===== src/rtl/dmem_mmio.sv =====
// rtl/dmem_mmio.sv - data RAM plus memory-mapped LED, timer and UART transmitter
module dmem_mmio #(
    parameter int RAM_WORDS    = 64,
    parameter int FIFO_DEPTH   = 4,
    parameter int CLKS_PER_BIT = 4
) (
    input  logic        clk,
    input  logic        reset,
    input  logic        MemWriteM,
    input  logic [31:0] ALUResultM,
    input  logic [31:0] WriteDataM,
    output logic [31:0] ReadDataM,
    output logic [7:0]  led,
    output logic        uart_tx
);
    localparam int AW = $clog2(RAM_WORDS);
    localparam int PW = $clog2(FIFO_DEPTH);
    localparam int CW = $clog2(CLKS_PER_BIT);
    localparam logic [PW:0]   DEPTH    = (PW+1)'(FIFO_DEPTH);
    localparam logic [CW-1:0] BIT_LAST = CW'(CLKS_PER_BIT - 1);

    typedef enum logic [1:0] {S_IDLE, S_START, S_DATA, S_STOP} uart_state_t;

    logic [31:0]   ram [RAM_WORDS];
    logic [7:0]    fifo_mem [FIFO_DEPTH];
    logic [PW-1:0] wr_ptr, rd_ptr;
    logic [PW:0]   count;
    logic          overflow;
    logic [31:0]   timer;

    uart_state_t   state;
    logic [CW-1:0] clk_cnt;
    logic [2:0]    bit_idx;
    logic [7:0]    shreg;

    logic [AW-1:0] ram_idx;
    logic sel_ram, sel_io, sel_led, sel_tmr, sel_data, sel_stat;
    logic wr_stat, push_req, push_ok, pop, bit_end, fifo_empty, fifo_full, busy;
    logic unused_addr_bits;

    assign unused_addr_bits = ^ALUResultM[1:0];

    assign ram_idx  = ALUResultM[AW+1:2];
    assign sel_ram  = (ALUResultM[31:AW+2] == '0);
    assign sel_io   = (ALUResultM[31:4] == 28'hFFFF000);
    assign sel_led  = sel_io && (ALUResultM[3:2] == 2'd0);
    assign sel_tmr  = sel_io && (ALUResultM[3:2] == 2'd1);
    assign sel_data = sel_io && (ALUResultM[3:2] == 2'd2);
    assign sel_stat = sel_io && (ALUResultM[3:2] == 2'd3);

    assign wr_stat    = MemWriteM && sel_stat;
    assign fifo_empty = (count == '0);
    assign fifo_full  = (count == DEPTH);
    assign busy       = (state != S_IDLE);
    assign bit_end    = (clk_cnt == BIT_LAST);

    // The transmitter pops when leaving IDLE or at the last STOP cycle, so frames chain without a gap.
    assign pop      = !fifo_empty && ((state == S_IDLE) || ((state == S_STOP) && bit_end));
    assign push_req = MemWriteM && sel_data;
    assign push_ok  = push_req && (!fifo_full || pop);

    always_ff @(posedge clk) begin
        if (MemWriteM && sel_ram) begin
            ram[ram_idx] <= WriteDataM;
        end
    end

    always_ff @(posedge clk) begin
        if (push_ok) begin
            fifo_mem[wr_ptr] <= WriteDataM[7:0];
        end
    end

    always_ff @(posedge clk or negedge reset) begin
        if (!reset) begin
            wr_ptr   <= '0;
            rd_ptr   <= '0;
            count    <= '0;
            overflow <= 1'b0;
        end else begin
            if (push_ok) begin
                wr_ptr <= wr_ptr + 1'b1;
            end
            if (pop) begin
                rd_ptr <= rd_ptr + 1'b1;
            end
            case ({push_ok, pop})
                2'b10:   count <= count + 1'b1;
                2'b01:   count <= count - 1'b1;
                default: count <= count;
            endcase
            // A dropped byte on the same edge as a clear leaves the flag set.
            if (push_req && !push_ok) begin
                overflow <= 1'b1;
            end else if (wr_stat && WriteDataM[3]) begin
                overflow <= 1'b0;
            end
        end
    end

    always_ff @(posedge clk or negedge reset) begin
        if (!reset) begin
            led   <= 8'h00;
            timer <= 32'h0;
        end else begin
            if (MemWriteM && sel_led) begin
                led <= WriteDataM[7:0];
            end
            if (MemWriteM && sel_tmr) begin
                timer <= WriteDataM;
            end else begin
                timer <= timer + 32'd1;
            end
        end
    end

    always_ff @(posedge clk or negedge reset) begin
        if (!reset) begin
            state   <= S_IDLE;
            clk_cnt <= '0;
            bit_idx <= 3'd0;
            shreg   <= 8'h00;
            uart_tx <= 1'b1;
        end else begin
            case (state)
                S_IDLE: begin
                    clk_cnt <= '0;
                    uart_tx <= 1'b1;
                    if (pop) begin
                        state   <= S_START;
                        shreg   <= fifo_mem[rd_ptr];
                        uart_tx <= 1'b0;
                    end
                end
                S_START: begin
                    if (bit_end) begin
                        state   <= S_DATA;
                        clk_cnt <= '0;
                        bit_idx <= 3'd0;
                        uart_tx <= shreg[0];
                    end else begin
                        clk_cnt <= clk_cnt + 1'b1;
                    end
                end
                S_DATA: begin
                    if (bit_end) begin
                        clk_cnt <= '0;
                        if (bit_idx == 3'd7) begin
                            state   <= S_STOP;
                            uart_tx <= 1'b1;
                        end else begin
                            bit_idx <= bit_idx + 3'd1;
                            uart_tx <= shreg[bit_idx + 3'd1];
                        end
                    end else begin
                        clk_cnt <= clk_cnt + 1'b1;
                    end
                end
                S_STOP: begin
                    if (bit_end) begin
                        clk_cnt <= '0;
                        if (pop) begin
                            state   <= S_START;
                            shreg   <= fifo_mem[rd_ptr];
                            uart_tx <= 1'b0;
                        end else begin
                            state   <= S_IDLE;
                            uart_tx <= 1'b1;
                        end
                    end else begin
                        clk_cnt <= clk_cnt + 1'b1;
                    end
                end
                default: begin
                    state   <= S_IDLE;
                    uart_tx <= 1'b1;
                end
            endcase
        end
    end

    always_comb begin
        ReadDataM = 32'h0;
        if (sel_ram) begin
            ReadDataM = ram[ram_idx];
        end else if (sel_io) begin
            case (ALUResultM[3:2])
                2'd0:    ReadDataM = {24'h0, led};
                2'd1:    ReadDataM = timer;
                2'd2:    ReadDataM = 32'h0;
                default: ReadDataM = {28'h0, overflow, busy, fifo_empty, fifo_full};
            endcase
        end
    end

endmodule


===== config.mk =====
export PLATFORM = sky130hd
export DESIGN_NAME = dmem_mmio
export DESIGN_NICKNAME = d
export VERILOG_FILES = /design/src/rtl/dmem_mmio.sv
export SDC_FILE = /design/constraint.sdc
export NUM_CORES = 2
export LEC_CHECK = 0
export ABC_AREA = 1
export CAP_MARGIN = 30
export CORE_ASPECT_RATIO = 1.75
export CORE_MARGIN = 2
export CORE_UTILIZATION = 57
export CTS_BUF_LIST = sky130_fd_sc_hd__clkbuf_16
export CTS_CLUSTER_DIAMETER = 100
export DETAILED_ROUTE_END_ITERATION = 10
export GPL_TIMING_DRIVEN = 0
export PLACE_DENSITY = 0.73
export SLEW_MARGIN = 20
export SYNTH_ARGS = -nofsm -noshare
export SYNTH_HDL_FRONTEND = slang
export SYNTH_SLANG_ARGS = --single-unit

===== constraint.sdc =====
create_clock -name clk -period 3.1 [get_ports clk]
set_clock_uncertainty 0.1 [all_clocks]
set_input_delay 0.93 -clock clk [delete_from_list [all_inputs] [get_ports clk]]
set_output_delay 0.93 -clock clk [all_outputs]
set_load 0.005 [all_outputs]

==> flow_metrics.py, run 1 <==
metrics = {
    "floorplanning": {
        "num_io_pins": 108,
        "start_util_pct": 57.3,
        "die_w_um": 301,
        "rows": 190,
        "die_h_um": 523,
    },
    "logic_synthesis": {
        "synth_cells": 7788,
        "synthAdderAreaFrac_pct": 0.208,
        "synthMuxAreaShare_pct": 0,
        "synthXorXnorAreaFrac_pct": 0.299,
        "synth_nets": 7869,
        "syn_avg_cell_area_um2": 11.3,
        "synth_edf_count": 2080,
        "ys_seq_area_share_pct": 73.0,
        "synth_area_um2": 87700,
        "yosys_warnings": 0,
        "synth_top_family_by_area": "simple AND/OR/NAND/NOR gates",
        "synth_cell_types": 42,
        "yosys.area_share.simple_pct": 22.2,
        "yosys_register_bits": 2144,
        "synth_compound_area_share_pct": 1.13,
        "ys.flop_type": "edfxtp_1",
        "synthArstFlopShare_pct": 2.99,
    },
    "clocking": {
        "ctsRootBufferMaster": "clkbuf_16",
        "h-tree-depth": 4,
        "clockBufferDepth": 4,
        "cts_made_buffers": 190,
        "cts.sinks": 2144,
    },
    "global_route": {
        "grt.total_usage_pct": 53.3,
        "grt_max_degree": 65,
        "antenna_found_initial": 40,
        "grt-ovfl-total": 1,
    },
    "status": {
        "haltStage": "5_1_grt",
        "status": "aborted with a tool error",
        "firstError": "[ERROR GRT-0232] Routing congestion too high. Check the congestion heatmap in the GUI.",
    },
    "sta": {
        "worstEpCategory": "primary output",
        "crit_endpoint": "ReadDataM[19]",
    },
    "placement": {
        "dpl_cell_area_um2": 95900,
        "place.gp.congestion": 1.05,
        "port_buffers": 102,
        "dp_hpwl_mm": 274,
    },
}
-- Yosys cell counts (8+ instances only) --
cell type / number / area share [%]
dfrtp_1: 63 / 1.8
nand4_1: 296 / 2.1
edfxtp_1: 2080 / 71
nand3_1: 486 / 2.8
a21oi_1: 94 / 0.54
o21ai_1: 19 / 0.11
a31oi_1: 8 / 0.057
nand2_1: 3525 / 15
nand3b_1: 28 / 0.24
nor2_1: 401 / 1.7
inv_1: 232 / 0.99
clkbuf_1: 132 / 0.56
nor3_1: 17 / 0.097
buf_4: 14 / 0.12
buf_1: 43 / 0.18
buf_2: 207 / 1.2
o21ai_0: 58 / 0.33
xor2_1: 24 / 0.24
inv_2: 8 / 0.034
ha_1: 13 / 0.19
-- metal layers --
metal | GRT overflow | global-route usage, %
met1 | 0 | 54.9
met2 | 1 | 77.0
met3 | 0 | 23.7
met4 | 0 | 56.8
met5 | 0 | 4.91
-- logic make-up after synthesis --
kind of cell / count (synthesis)
buffers and inverters: 642
DFF: 2144
xor gates and xnor gates: 30
and+or+nand+nor: 4768
adders and majority gates: 14
AOI/OAI and AO/OA: 190
-- through the flow --
step,setup TNS [ps],cells,setup slack [ps],util (%)
floorplan,-598960,7788,-336,-
global placement,-,9906,-4720,59.8
detailed placement,-3917660,10093,-2890,62.6
CTS,-970300,10470,-1290,68.9
-- timing repair --
item                                    CTS
hold buffers                              1
setup buffers                            39
resized for setup                      1074
gates cloned                             10
setup endpoints to repair              2116
endpoints found under the hold margin    10
pin swaps                               124
==> run 2: changes to the inputs <==
- CORE_ASPECT_RATIO: 1.75 -> not set
- CORE_UTILIZATION: 57 -> 40
- CTS_BUF_LIST: sky130_fd_sc_hd__clkbuf_16 -> not set
- CTS_CLUSTER_DIAMETER: 100 -> not set
- PLACE_DENSITY: 0.73 -> not set
- PLACE_DENSITY_LB_ADDON: not set -> 0.15
- clock period: 3.1 -> 4.05 ns (I/O delays scaled with it)
==> run 2 against run 1 <==
Net effect:
- the flow now finishes, with violations (setup timing)
- synthesized cell count stayed put
- area after synthesis stayed put
==> flow_metrics.py, run 2 <==
metrics = {
    "finish": {
        "largest_reg_flops": 2048,
        "drive_gt1_share_pct": 18.6,
        "finalCoreUtilization_pct": 50.6,
        "max_flop_register": "ram",
        "layout.nets": 8511,
        "top_regs": "ram (2048), fifo_mem (32), timer (32)",
        "final_cell_mix": "nand2_1, edfxtp_1, nand3_1, nand4_1, nor2_1",
        "syn2layout_area_growth_pct": 25.5,
        "layout_commonest_cell": "nand2_1",
    },
    "floorplanning": {
        "rows": 171,
        "die_area_um2": 223000,
        "start_util_pct": 40.3,
        "num_io_pins": 108,
        "die_h_um": 472,
        "die_w_um": 472,
        "core_area_um2": 218000,
    },
    "global_route": {
        "grt_pass1_wl_mm": 536,
        "grt.total_usage_pct": 35.7,
        "antenna_found_initial": 25,
        "grt_pass1_vias": 60771,
        "grt-ovfl-total": 0,
        "grt_max_degree": 66,
    },
    "route": {
        "dr_wl_met2_mm": 173,
        "met3WireLength_mm": 54.2,
        "drc_errors": 0,
        "ant_nets": 0,
        "top_layer_used": "met5",
        "drt-initial-drc-count": 11470,
        "first_pass_iters": 8,
        "num_vias": 67628,
        "drt-total-wl_mm": 409,
        "wl_met1_mm": 151,
        "viasPerCell": 5.89,
        "avgRoutedWirePerCell_um": 35.6,
    },
    "logic_synthesis": {
        "yosysTopAreaCell": "edfxtp_1",
        "synth_nets": 7869,
        "ys_seq_area_share_pct": 73.0,
        "synth_cell_types": 42,
        "synth_cells": 7788,
        "synth_area_leaders": "edfxtp_1, nand2_1, nand3_1, nand4_1, dfrtp_1",
        "synth_commonest_cells": "nand2_1, edfxtp_1, nand3_1, nor2_1, nand4_1",
        "syn_avg_cell_area_um2": 11.3,
        "synth_area_um2": 87700,
        "yosysMostFrequentCell": "nand2_1",
        "yosys_register_bits": 2144,
        "synth_top_cell_area_share_pct": 71.2,
        "ys.flop_type": "edfxtp_1",
        "synth_edf_count": 2080,
        "yosys_warnings": 0,
        "synthArstFlopShare_pct": 2.99,
    },
    "clocking": {
        "ctsRootBufferMaster": "clkbuf_16",
        "clockBufferDepth": 3,
        "clock_latency_ps": 910,
        "cts_made_buffers": 222,
        "cts_tree": "done",
        "clk_pin_slew_worst_paths_ps": 60,
        "cts.sinks": 2144,
        "h-tree-depth": 4,
    },
    "power_and_ir_drop": {
        "finalPower_uw": 48200,
        "seq_power_share_pct": 50.5,
        "p_int_uw": 36200,
        "p_sw_share_pct": 24.9,
        "combPwrFrac_pct": 8.2,
        "ir_drop_mv": 0.471,
        "p_leak_uw": 0.0413,
        "netSwitchingPower_uw": 12000,
        "power.share.clock_pct": 41.3,
        "p_per_area_nw_per_um2": 438,
    },
    "placement": {
        "port_buffers": 102,
        "place.gp.congestion": 0.981,
        "dp_hpwl_mm": 291,
    },
    "critical_path": {
        "required_ps": 2730,
        "path_class": "in -> out",
        "worst_setup_path_end_kind": "output pin",
        "arrival_ps": 3580,
        "worst_setup_path_start_kind": "input port",
        "cp_max_fo": 10,
    },
    "sta": {
        "slew_violations": 0,
        "fin_crit_ps": 4900,
        "rsz0062_at_grt": "true",
        "finalHoldViolCount": 0,
        "fin_ws_ps": -850,
        "fin_crit_sh_pct": 121,
        "fmax_mhz": 204,
        "max-slew-margin-rel_pct": 36.7,
        "setup_viol": 32,
        "worst_pin_slew_ps": 947,
    },
    "hold_path": {
        "hp-class": "in -> async",
    },
    "status": {
        "status": "complete, but fails checks",
        "violations": "setup timing",
    },
    "run": {
        "cap_violations": 0,
    },
}
## run 2: cell counts after synthesis
Identical to the previous run, type by type.
## run 2: area by class of cell
class | count | area, um^2
Fill cell | 18804 | 107000
Sequential cell | 2144 | 64100
Multi-Input combinational cell | 5002 | 23800
Timing Repair Buffer | 424 | 7050
Clock buffer | 277 | 5790
Buffer | 395 | 3800
Tap cell | 2854 | 3570
Clock inverter | 132 | 1070
Inverter | 241 | 943
Antenna cell | 12 | 30.0
## run 2: what timing repair did
item / in CTS / in global routing
gates resized for setup: 983 / 545
endpoints found under the hold margin: 0 / 0
setup endpoints to repair: 1566 / 263
gates cloned: 2 / 10
hold buffers: 0 / 0
pin swaps: 86 / 203
setup buffers: 24 / 73
## run 2: power by group through the flow
stage / logic, uW / registers, uW / clock network (uW)
2_1_floorplan: 1210 / 24800 / 0
3_3_place_gp: 3030 / 24900 / 0
3_5_place_dp: 3200 / 24800 / 0
4_1_cts: 3530 / 24300 / 19900
5_1_grt: 3990 / 24300 / 20700
6_report: 3950 / 24300 / 19900
## run 2: worst max-delay path: stages
cell     delay [ps]
buf_16          130
inv_8            70
nor2_4           40
buf_12          140
buf_12          150
buf_8           170
nand2_1          70
nand4_1         540
nand3_4         390
nand2_1          80
nor2_1          110
nand2_1          90
nor2_4          180
nor2_4           70
buf_6           120
## run 2: metal layers
| metal | GRT usage (%) | vias up |
|---|---|---|
| met4 | 21.8 | 18 |
| met5 | 0.195 | - |
| met3 | 10.1 | 1089 |
| met2 | 52.0 | 5058 |
| li1 | - | 27869 |
| met1 | 47.4 | 33594 |
## run 2: path summary, 6_finish.rpt
path	from	to	slack, ps	cells after the start
setup reg to reg	state[0]	fifo_mem[2][7]	1390	8
hold reg to reg	clk_cnt[0]	clk_cnt[0]	330	1
max in group asynchronous	reset	timer[24]	3180	2
hold / removal	reset	shreg[1]	100	1
setup / recovery	ALUResultM[2]	ReadDataM[30]	-850	15
min in group clk	clk_cnt[0]	clk_cnt[0]	330	1
## run 2: cells by family after synthesis
group | after synthesis | share of synthesized area, %
fa+ha+maj | 14 | 0.208
simple gates | 4768 | 22.2
buf+inv | 642 | 3.15
compound gates | 190 | 1.13
flops | 2144 | 73.0
xor+xnor | 30 | 0.299
## run 2: stage by stage
| step | instances | instance area [um^2] | setup TNS [ps] | setup WS (ps) | hold WS (ps) |
|---|---|---|---|---|---|
| floorplan | 7788 | 87700 | -127150 | -79.4 | 308 |
| global placement | 10744 | 92300 | - | -6180 | 320 |
| detailed placement | 10958 | 97600 | -2464980 | -2840 | 331 |
| CTS | 11393 | 108000 | -27890 | -1050 | 67.9 |
| global route | 11472 | 110000 | -20990 | -805 | 98.3 |
| finish | 11481 | 110000 | -21150 | -850 | 98.6 |
(Power assumes the default switching activity.)
